<file path="src/rtl/axis_fifo_uart_rx_pkg.sv">
// Shared definitions for the FIFO-buffered UART receiver: bit-timing
// derivation, receiver FSM states and FIFO pointer sizing.
package axis_fifo_uart_rx_pkg;

    typedef enum logic [1:0] {
        IDLE,
        START,
        DATA,
        STOP
    } rx_state_t;

    // Clocks per bit; integer floor of the clock/baud ratio.
    function automatic int bit_cycles(input int clk_rate, input int baud);
        return clk_rate / baud;
    endfunction

    function automatic int half_cycles(input int bit_cyc);
        return bit_cyc / 2;
    endfunction

    function automatic int ptr_width(input int depth);
        return (depth > 1) ? $clog2(depth) : 1;
    endfunction

endpackage

</file>
<file path="src/rtl/sync_fifo.sv">
// Single-clock first-word-fall-through FIFO; a write when full is accepted
// only if a read in the same cycle frees a slot.
module sync_fifo
    import axis_fifo_uart_rx_pkg::*;
#(
    parameter int WIDTH = 9,
    parameter int DEPTH = 8
) (
    input  logic             clk,
    input  logic             rst,
    input  logic             wr_en,
    input  logic [WIDTH-1:0] wr_data,
    output logic             full,
    input  logic             rd_en,
    output logic [WIDTH-1:0] rd_data,
    output logic             empty
);

    localparam int PW = ptr_width(DEPTH);
    localparam logic [PW:0] FULL_CNT = (PW + 1)'(DEPTH);

    logic [WIDTH-1:0] mem [DEPTH];
    logic [PW-1:0]    wr_ptr;
    logic [PW-1:0]    rd_ptr;
    logic [PW:0]      count;
    logic             wr_ok;
    logic             rd_ok;

    assign rd_ok = rd_en & ~empty;
    assign wr_ok = wr_en & (~full | rd_ok);

    // NOTE: the storage array is deliberately left without reset; only the
    // pointers and count define what is valid, and the array maps to RAM.
    always_ff @(posedge clk) begin
        if (wr_ok) mem[wr_ptr] <= wr_data;
    end

    always_ff @(posedge clk or negedge rst) begin
        if (!rst) begin
            wr_ptr <= '0;
            rd_ptr <= '0;
            count  <= '0;
        end else begin
            if (wr_ok) wr_ptr <= wr_ptr + PW'(1);
            if (rd_ok) rd_ptr <= rd_ptr + PW'(1);
            case ({wr_ok, rd_ok})
                2'b10:   count <= count + (PW + 1)'(1);
                2'b01:   count <= count - (PW + 1)'(1);
                default: count <= count;
            endcase
        end
    end

    assign full    = (count == FULL_CNT);
    assign empty   = (count == '0);
    assign rd_data = mem[rd_ptr];

endmodule

</file>
<file path="src/rtl/uart_rx.sv">
// 8N1-style serial deserializer: input synchronizer, start/data/stop FSM,
// LSB-first shift register, framing-error detection.
module uart_rx
    import axis_fifo_uart_rx_pkg::*;
#(
    parameter int WIDTH    = 8,
    parameter int CLK_RATE = 100000000,
    parameter int BAUD     = 115200
) (
    input  logic             clk,
    input  logic             rst,
    input  logic             rx,
    output logic [WIDTH-1:0] word_data,
    output logic             word_valid,
    output logic             frame_err,
    output logic             start_det
);

    localparam int BIT_CYC = bit_cycles(CLK_RATE, BAUD);
    localparam int HALF    = half_cycles(BIT_CYC);
    localparam int CW      = $clog2(BIT_CYC);
    localparam int BW      = $clog2(WIDTH);

    localparam logic [CW-1:0] BIT_LAST  = CW'(BIT_CYC - 1);
    localparam logic [CW-1:0] HALF_LAST = CW'(HALF - 1);
    localparam logic [BW-1:0] IDX_LAST  = BW'(WIDTH - 1);

    logic             rx_meta;
    logic             rx_sync;
    logic             rx_prev;
    logic             fall;
    logic             tick;
    rx_state_t        state;
    rx_state_t        state_nxt;
    logic [CW-1:0]    cnt;
    logic [BW-1:0]    bit_idx;
    logic [WIDTH-1:0] shift;

    // NOTE: the synchronizer flops reset to the idle-high line level so that
    // releasing reset never manufactures a falling edge.
    always_ff @(posedge clk or negedge rst) begin
        if (!rst) begin
            rx_meta <= 1'b1;
            rx_sync <= 1'b1;
            rx_prev <= 1'b1;
        end else begin
            rx_meta <= rx;
            rx_sync <= rx_meta;
            rx_prev <= rx_sync;
        end
    end

    assign fall      = rx_prev & ~rx_sync;
    assign start_det = (state == IDLE) && fall;

    // NOTE: every output of this block is given a default before the case so
    // that no path leaves it unassigned and infers a latch.
    always_comb begin
        state_nxt = state;
        tick      = 1'b0;
        case (state)
            IDLE: begin
                if (fall) state_nxt = START;
            end
            START: begin
                tick = (cnt == HALF_LAST);
                if (tick) state_nxt = rx_sync ? IDLE : DATA;
            end
            DATA: begin
                tick = (cnt == BIT_LAST);
                if (tick && bit_idx == IDX_LAST) state_nxt = STOP;
            end
            STOP: begin
                tick = (cnt == BIT_LAST);
                if (tick) state_nxt = IDLE;
            end
            default: state_nxt = IDLE;
        endcase
    end

    always_ff @(posedge clk or negedge rst) begin
        if (!rst) state <= IDLE;
        else      state <= state_nxt;
    end

    always_ff @(posedge clk or negedge rst) begin
        if (!rst) begin
            cnt        <= '0;
            bit_idx    <= '0;
            shift      <= '0;
            word_valid <= 1'b0;
            frame_err  <= 1'b0;
        end else begin
            if (state == IDLE || tick) cnt <= '0;
            else                       cnt <= cnt + CW'(1);

            if (state != DATA) bit_idx <= '0;
            else if (tick)     bit_idx <= bit_idx + BW'(1);

            if (state == DATA && tick) shift <= {rx_sync, shift[WIDTH-1:1]};

            // Stop-bit verdict is reported the cycle after the sample.
            word_valid <= (state == STOP) && tick && rx_sync;
            frame_err  <= (state == STOP) && tick && !rx_sync;
        end
    end

    assign word_data = shift;

endmodule

</file>
<file path="src/rtl/axis_fifo_uart_rx.sv">
// UART receiver feeding a FIFO presented as an AXI-Stream master.
// Define UART_RX_IDLE_LAST_EN to mark packet ends (tlast) by idle gaps.
module axis_fifo_uart_rx
    import axis_fifo_uart_rx_pkg::*;
#(
    parameter int WIDTH     = 8,
    parameter int DEPTH     = 8,
    parameter int CLK_RATE  = 100000000,
    parameter int BAUD      = 115200,
    parameter int IDLE_BITS = 2
) (
    input  logic             clk,
    input  logic             rst,
    input  logic             uart_rx,
    output logic [WIDTH-1:0] m_axis_data,
    output logic             m_axis_valid,
    output logic             m_axis_last,
    input  logic             m_axis_ready,
    output logic             frame_err,
    output logic             overrun
);

    if ((DEPTH < 2) || ((DEPTH & (DEPTH - 1)) != 0)) begin : g_bad_depth
        $error("DEPTH must be a power of two and at least 2");
    end
    if (IDLE_BITS < 1) begin : g_bad_idle
        $error("IDLE_BITS must be at least 1");
    end

    logic [WIDTH-1:0] word_data;
    logic             word_valid;
    logic             start_det;
    logic             push_req;
    logic [WIDTH-1:0] push_data;
    logic             push_last;
    logic             pop;
    logic             full;
    logic             empty;
    logic [WIDTH:0]   head;

    uart_rx #(
        .WIDTH    (WIDTH),
        .CLK_RATE (CLK_RATE),
        .BAUD     (BAUD)
    ) u_rx (
        .clk        (clk),
        .rst        (rst),
        .rx         (uart_rx),
        .word_data  (word_data),
        .word_valid (word_valid),
        .frame_err  (frame_err),
        .start_det  (start_det)
    );

`ifdef UART_RX_IDLE_LAST_EN
    localparam int BIT_CYC  = bit_cycles(CLK_RATE, BAUD);
    localparam int IDLE_TOT = IDLE_BITS * BIT_CYC;
    localparam int IW       = $clog2(IDLE_TOT + 1);

    logic             hold_valid;
    logic [WIDTH-1:0] hold_data;
    logic [IW-1:0]    idle_cnt;
    logic             idle_done;

    // idle_cnt equals the number of cycles since the held word's stop sample.
    assign idle_done = (idle_cnt == IW'(IDLE_TOT));

    always_comb begin
        push_req  = 1'b0;
        push_data = hold_data;
        push_last = 1'b0;
        if (hold_valid) begin
            if (frame_err || (idle_done && !start_det)) begin
                push_req  = 1'b1;
                push_last = 1'b1;
            end else if (start_det) begin
                push_req = 1'b1;
            end
        end
    end

    always_ff @(posedge clk or negedge rst) begin
        if (!rst) begin
            hold_valid <= 1'b0;
            hold_data  <= '0;
            idle_cnt   <= '0;
        end else begin
            if (push_req) hold_valid <= 1'b0;
            if (word_valid) begin
                hold_valid <= 1'b1;
                hold_data  <= word_data;
                idle_cnt   <= IW'(2);
            end else if (hold_valid && !idle_done) begin
                idle_cnt <= idle_cnt + IW'(1);
            end
        end
    end
`else
    logic unused_start_det;

    assign unused_start_det = start_det;
    assign push_req         = word_valid;
    assign push_data        = word_data;
    assign push_last        = 1'b0;
`endif

    assign pop = m_axis_valid & m_axis_ready;

    sync_fifo #(
        .WIDTH (WIDTH + 1),
        .DEPTH (DEPTH)
    ) u_fifo (
        .clk     (clk),
        .rst     (rst),
        .wr_en   (push_req),
        .wr_data ({push_last, push_data}),
        .full    (full),
        .rd_en   (pop),
        .rd_data (head),
        .empty   (empty)
    );

    // A pop in the same cycle frees the slot, so only a blocked push overruns.
    assign overrun      = push_req & full & ~pop;
    assign m_axis_valid = ~empty;
    assign m_axis_data  = m_axis_valid ? head[WIDTH-1:0] : '0;
    assign m_axis_last  = m_axis_valid & head[WIDTH];

endmodule

</file>
<file path="config.mk">
export PLATFORM = sky130hd
export DESIGN_NAME = axis_fifo_uart_rx
export DESIGN_NICKNAME = d
export VERILOG_FILES = /design/src/rtl/axis_fifo_uart_rx_pkg.sv /design/src/rtl/sync_fifo.sv /design/src/rtl/uart_rx.sv /design/src/rtl/axis_fifo_uart_rx.sv
export SDC_FILE = /design/constraint.sdc
export NUM_CORES = 1
export LEC_CHECK = 0
export CAP_MARGIN = 25
export CELL_PAD_IN_SITES_DETAIL_PLACEMENT = 1
export CELL_PAD_IN_SITES_GLOBAL_PLACEMENT = 1
export CORE_MARGIN = 4
export CORE_UTILIZATION = 52
export CTS_CLUSTER_DIAMETER = 30
export DETAILED_ROUTE_END_ITERATION = 12
export PLACE_DENSITY = 0.89
export SYNTH_ARGS = -nofsm -noshare
export SYNTH_HDL_FRONTEND = slang
export SYNTH_HIERARCHICAL = 1
export SYNTH_SLANG_ARGS = --single-unit
</file>
<file path="constraint.sdc">
create_clock -name clk -period 2.9 [get_ports clk]
set_input_delay 0.435 -clock clk [delete_from_list [all_inputs] [get_ports clk]]
set_output_delay 0.435 -clock clk [all_outputs]
set_load 0.05 [all_outputs]
</file>
==> run_results.csv, run 1 <==
group,metric,value,unit
setup_path,cp_max_fo,20,
global_routing,grt_overflow,0,
placement,port_buffers,15,
sta,finClkSkew,0.0142,ns
pwr,power.density,683,nW/um^2
setup_path,reg2reg_slack,0.33,ns
global_routing,track_usage,18.6,%
setup_path,worst-path-buf-inv,2,
setup_path,slowest_stage,"mux4_2",
setup_path,start_kind,"register",
clocking,cts_buffer_depth,2,
run_status,outcome,"finished clean",
yosys,synth-seq-area-share,65.1,%
worst_hold_path,hp-class,"input pin to async pin",
layout,drive_gt1_share,31.4,%
setup_path,crit_top_cell,"buf_4",
detailed_routing,drc_errors,0,
floorplan,die_h,104,um
yosys,synthCells,293,
sta,fin_crit_sh,93.2,%
detailed_routing,detail-route-antenna-nets,0,
yosys,synth_seq_cells,110,
detailed_routing,first_pass_iters,4,
yosys,synth_edf_count,72,
clocking,insertion_delay,0.36,ns
clocking,cts_tree,"done",
global_routing,grt_antenna_before_repair,0,
yosys,yosys.area.top_type_share,45.1,%
placement,gp_congestion,0.743,
yosys,syn_area,4790,um^2
detailed_routing,drtIter0Drc,149,
layout,syn2layout_area_growth,10.3,%
yosys,post_synth_num_cell_types,47,
pwr,finalPower,3.61,mW
yosys,synthArstFlopShare,34.5,%
setup_path,rr_worst_depth,11,
sta,slew_viol_final,0,
clocking,htree_levels,3,
setup_path,crit_arrival,2.27,ns
floorplan,initial_core_util,54.1,%
layout,fin_util,59.7,%
clocking,cts.sinks,110,
placement,dp_hpwl,6.60,mm
sta,hold_slack,0.180,ns
detailed_routing,vias,2478,
setup_path,crit_path_end_kind,"output pin",
floorplan,core_area,8850,um^2
layout,nFillCells,831,
setup_path,crit_family,"multiplexers",
floorplan,placementRows,34,
floorplan,die_w,104,um
pwr,switching_share,31.0,%
clocking,cts.hold.buffers_added,0,
setup_path,path_depth,5,
sta,tightest_slew,0.852,ns
pwr,p_leak,2.20,nW
setup_path,required,2.47,ns
setup_path,rr_endpoint,"u_fifo/count[3]",
sta,final.setup.worst_slack,0.197,ns
placement,place_ws,0.178,ns
pwr,internal-power,2.49,mW
yosys,yosysTopAreaCell,"edfxtp_1",
sta,grt_setup_unrepaired,"no",
sta,period_minus_slack,2.70,ns
clocking,clk_pin_slew,0.10,ns
clocking,cts_made_buffers,9,
pwr,p_sw,1.12,mW
setup_path,rr_startpoint,"u_fifo/count[1]",
sta,fmax,0.370,GHz
yosys,synth_area_per_cell,16.3,um^2
setup_path,cpPeakStageDelay,0.61,ns
yosys,yosysWarnings,6,
detailed_routing,totalWireLength,9.23,mm
clocking,cts_root_buffer,"clkbuf_8",
yosys,ys.flop_type,"edfxtp_1",
setup_path,crit_type,"register to output pin",
detailed_routing,vias_per_cell,5.61,
sta,tns,0,ns
setup_path,worstPathCellList,"buf_4 > mux4_2 > mux2_2 > nor2b_2 > buf_4",
clocking,postCtsSetupRepairBufs,0,
pwr,peakVddDrop,330,uV
layout,n_antenna_cell,0,
layout,layout.nets,342,
detailed_routing,post_drt_wl_per_cell,20.9,um
global_routing,grt_pass1_wl,15.5,mm
floorplan,die_area,10800,um^2
clocking,cts_resized,0,
pwr,pwr-share-seq,53.3,%
sta,hold_violations,0,
run,cap_violations,0,
sta,setup_viol,0,
pwr,power_frac_clock,23.1,%
sta,relSlewSlack,43.2,%
floorplan,ios,16,
pwr,comb_power_share,23.5,%
yosys,synth.area.top_cells,"edfxtp_1 45%, dfrtp_1 18%, mux4_2 8.5%, mux2_4 2.8%, mux2_2 2.6%",
global_routing,grt_pass1_vias,2801,
global_routing,grt_max_degree,39,
## per-layer routing
metal / routed length (um) / vias to the layer above / global-route usage, %
li1: - / 1145 / -
met1: 4140 / 1285 / 24.8
met5: 0 / - / 0
met4: 188 / 0 / 6.74
met2: 4650 / 34 / 30.9
met3: 246 / 14 / 3.17
## cell type report
cell class | instances | area, um^2 | share of cell area (%)
Sequential cell | 110 | 3120 | 59.0
Multi-Input combinational cell | 170 | 1580 | 29.9
Timing Repair Buffer | 28 | 228 | 4.31
Tap cell | 108 | 135 | 2.56
Clock buffer | 10 | 128 | 2.42
Clock inverter | 6 | 53.8 | 1.02
Inverter | 10 | 37.5 | 0.711
## worst register-to-register path, delay by kind of cell, from the launching register on
kind | cells | cell delay (ns)
adders and majority gates | 1 | 0.30
DFF | 1 | 0.41
and+or+nand+nor | 7 | 1.31
muxes | 1 | 0.35
buffers and inverters | 1 | 0.07
AOI/OAI and AO/OA | 1 | 0.07
## cell usage in the layout, fill, tap and decap left out, types with 2 or more instances in the layout
| master | count |
|---|---|
| dfrtp_1 | 34 |
| mux2_2 | 11 |
| clkinv_4 | 3 |
| and2_1 | 2 |
| o21ai_2 | 2 |
| mux4_2 | 18 |
| clkdlybuf4s50_1 | 3 |
| nand2b_1 | 5 |
| nand4_1 | 2 |
| nor2_1 | 24 |
| mux2i_1 | 4 |
| nand3_1 | 5 |
| xor2_1 | 5 |
| conb_1 | 8 |
| inv_1 | 9 |
| buf_4 | 23 |
| edfxtp_1 | 72 |
| dfstp_2 | 3 |
| nor2b_4 | 2 |
| xnor2_1 | 11 |
| nor3_1 | 8 |
| nand2_1 | 13 |
| mux2_4 | 9 |
| clkbuf_8 | 9 |
| nor2b_2 | 8 |
| or3_1 | 2 |
| nor4_1 | 2 |
| ha_1 | 8 |
| or2_2 | 3 |
## state kept, by name (all words and copies together) (netlist names), 3 cells and up, named ones only
register        flops
u_rx/word_data      8
u_fifo/count        4
u_fifo/wr_ptr       3
u_rx/cnt           10
u_fifo/mem         72
u_rx/bit_idx        3
u_fifo/rd_ptr       3
## logic make-up after synthesis
kind of cell | Yosys count | share of synthesized area [%]
DFF | 110 | 65.1
and+or+nand+nor | 84 | 9.80
muxes | 42 | 14.7
buffers and inverters | 20 | 2.59
xor gates and xnor gates | 16 | 2.93
AOI/OAI and AO/OA | 11 | 2.33
adders and majority gates | 9 | 2.51
other | 1 | 0.0783
## per-stage QoR
stage | instance area [um^2] | instances
floorplan | 4820 | 300
global placement | 5100 | 426
detailed placement | 5100 | 426
CTS | 5280 | 442
global route | 5280 | 442
finish | 5280 | 442
## power by group through the flow
stage | clock network (mW) | logic [mW] | registers (mW)
3_5_place_dp | 0 | 0.867 | 1.95
5_1_grt | 0.922 | 0.932 | 1.95
4_1_cts | 0.860 | 0.869 | 1.92
6_report | 0.834 | 0.848 | 1.92
3_3_place_gp | 0 | 0.808 | 1.95
2_1_floorplan | 0 | 0.765 | 1.85
## how the worst max path moves through the flow
stage,from,to,slack [ns]
global placement,m_axis_ready,u_fifo/count[3],0.32
finish,u_fifo/rd_ptr[0],m_axis_last,0.20
CTS,u_fifo/rd_ptr[1],m_axis_data[2],0.01
detailed placement,m_axis_ready,u_fifo/count[3],0.18
floorplan,u_fifo/count[1],u_fifo/count[3],0.30
global route,u_fifo/rd_ptr[0],m_axis_data[3],0.08
## synthesized netlist by cell type (2+ instances only)
cell type  instances
inv_1              9
or2_2              3
nor2b_2            8
nand2b_1           5
nor2b_4            2
xor2_1             5
ha_1               8
and2_1             2
buf_6              6
dfrtp_1           35
mux2_2            11
mux4_2            18
nor2_1            24
xnor2_1           11
nor3_1             8
dfstp_2            3
nor4_1             3
nand3_1            5
mux2i_1            4
nand4_1            2
or3_1              2
edfxtp_1          72
mux2_4             9
o21ai_2            2
buf_2              2
nand2_1           13
Power figures use the tool's default switching activity.
==> inputs of run 2 (changes only) <==
CORE_UTILIZATION = 55   (was 52)
PLACE_DENSITY = 0.93   (was 0.89)
REMOVE_ABC_BUFFERS = 1   (was unset)
clock period = 3.4 ns   (was 2.9 ns; I/O delays follow)
==> run_results.csv, run 2 (same netlist as run 1, synthesis figures left out) <==
group,metric,value,unit
setup_path,rr_endpoint,"u_fifo/count[3]",
layout,fin_area,5260,um^2
pwr,switching_share,31.8,%
floorplan,initial_core_util,57.4,%
sta,setup_viol,0,
clocking,postCtsSetupRepairBufs,0,
layout,layout.nets,340,
pwr,peakVddDrop,411,uV
floorplan,die_h,101,um
clocking,cts_buffer_depth,2,
run_status,outcome,"finished clean",
global_routing,track_usage,21.5,%
layout,largest_reg_flops,72,
global_routing,grt_overflow,0,
layout,instances_no_fill,437,
detailed_routing,vias,2501,
placement,port_buffers,15,
detailed_routing,met1_length,4.04,mm
detailed_routing,met3_wirelength,264,um
placement,gp_congestion,0.756,
setup_path,cp_max_fo,20,
sta,relSlewSlack,36.9,%
worst_hold_path,hp-class,"input pin to async pin",
detailed_routing,wl_met2,5.57,mm
layout,syn2layout_area_growth,9.72,%
layout,mostFrequentLayoutCell,"edfxtp_1",
detailed_routing,drtIter0Drc,132,
clocking,cts.sinks,110,
layout,drive_gt1_share,30.7,%
setup_path,rr_startpoint,"u_fifo/count[1]",
setup_path,startpoint,"u_fifo/rd_ptr[1]",
floorplan,placementRows,33,
pwr,power.density,587,nW/um^2
sta,hold_violations,0,
layout,multiInputGateArea,1580,um^2
detailed_routing,post_drt_wl_per_cell,23.0,um
detailed_routing,detail-route-antenna-nets,0,
global_routing,grt_antenna_before_repair,0,
setup_path,setup.worst_path.end,"m_axis_data[7]",
global_routing,grt_pass1_wl,16.1,mm
setup_path,crit_arrival,2.43,ns
detailed_routing,totalWireLength,10.0,mm
run,cap_violations,0,
setup_path,rr_worst_depth,11,
pwr,internal-power,2.10,mW
sta,slew_viol_final,0,
placement,dp_hpwl,6.83,mm
clocking,clk_pin_slew,0.11,ns
sta,tightest_slew,0.947,ns
pwr,finalPower,3.09,mW
setup_path,crit_type,"register to output pin",
pwr,pwr-share-seq,53.3,%
sta,fin_crit_sh,86.6,%
pwr,p_leak,2.19,nW
layout,layout.cells.most_common_list,"72 x edfxtp_1, 35 x dfrtp_1, 24 x nor2_1",
detailed_routing,first_pass_iters,4,
layout,regMostFlops,"u_fifo/mem",
clocking,htree_levels,3,
detailed_routing,highest_layer,"met4",
layout,n_antenna_cell,0,
floorplan,ios,16,
clocking,insertion_delay,0.37,ns
global_routing,grt_pass1_vias,2886,
clocking,cts_resized,0,
setup_path,start_kind,"register",
global_routing,grt_max_degree,39,
pwr,power_frac_clock,23.1,%
placement,dp.cells,421,
placement,placed_area,5080,um^2
pwr,comb_power_share,23.5,%
clocking,cts_made_buffers,9,
detailed_routing,drc_errors,0,
sta,fmax,0.340,GHz
detailed_routing,vias_per_cell,5.72,
clocking,cts_tree,"done",
clocking,cts_root_buffer,"clkbuf_8",
layout,nFillCells,780,
clocking,cts.hold.buffers_added,0,
floorplan,die_w,101,um
layout,area.sequential,3120,um^2
setup_path,reg2reg_slack,0.48,ns
floorplan,die_area,10300,um^2
sta,period_minus_slack,2.94,ns
pwr,p_sw,0.981,mW
sta,finClkSkew,0.0111,ns
floorplan,core_area,8340,um^2
sta,grt_setup_unrepaired,"no",
setup_path,crit_path_end_kind,"output pin",
setup_path,required,2.89,ns
## run 2: changes by cell type in the layout (fill, tap and decap cells not counted)
cell / delta
buf_4: -2
inv_6: -1
clkinv_2: +1
clkinvlp_4: +2
dfrtp_1: +1
dfrtp_2: -1
clkinv_4: -2
## run 2: worst max-delay path, stage by stage (launching register included)
cell	delay (ns)
dfrtp_1	0.98
mux4_2	0.45
mux2_2	0.29
nor2b_2	0.15
buf_4	0.19
## run 2: how the worst min path moves through the flow
stage                                   to  slack, ns
after CTS                 u_fifo/rd_ptr[0]       0.27
after global placement        u_rx/rx_sync       0.35
after global routing      u_fifo/rd_ptr[0]       0.31
after floorplan            u_fifo/count[0]       0.21
final                     u_fifo/rd_ptr[0]       0.25
after detailed placement      u_rx/rx_sync       0.35
## run 2: layout make-up
| cell class | count | share of cell area [%] |
|---|---|---|
| inverters | 10 | 0.714 |
| clock inverters | 6 | 0.905 |
| clock buffers | 10 | 2.43 |
| repair buffers | 26 | 4.05 |
| well taps | 105 | 2.50 |
| flip-flops and latches | 110 | 59.3 |
| multi-input cells | 170 | 30.1 |
## run 2: metrics by stage
step                setup WS (ns)  setup TNS [ns]  util, %  hold WS (ns)
floorplan                 -0.0234         -0.0234        -         0.214
global placement            0.686               0     60.9         0.346
detailed placement          0.481               0     60.9         0.349
CTS                         0.446               0     63.0         0.270
global route                0.341               0     63.0         0.307
finish                      0.457               0     63.0         0.254
## run 2: per-layer routing
layer,GRT usage [%],up-vias
met5,0,-
met4,8.38,0
met3,3.79,14
met2,39.4,38
met1,25.0,1305
li1,-,1144
## run 2: power groups by stage
stage | Sequential [mW] | Combinational (mW) | Clock [mW]
after detailed placement | 1.68 | 0.730 | 0
after floorplan | 1.67 | 0.503 | 0
after CTS | 1.65 | 0.737 | 0.730
after global placement | 1.66 | 0.675 | 0
after global routing | 1.66 | 0.794 | 0.788
final | 1.65 | 0.727 | 0.714
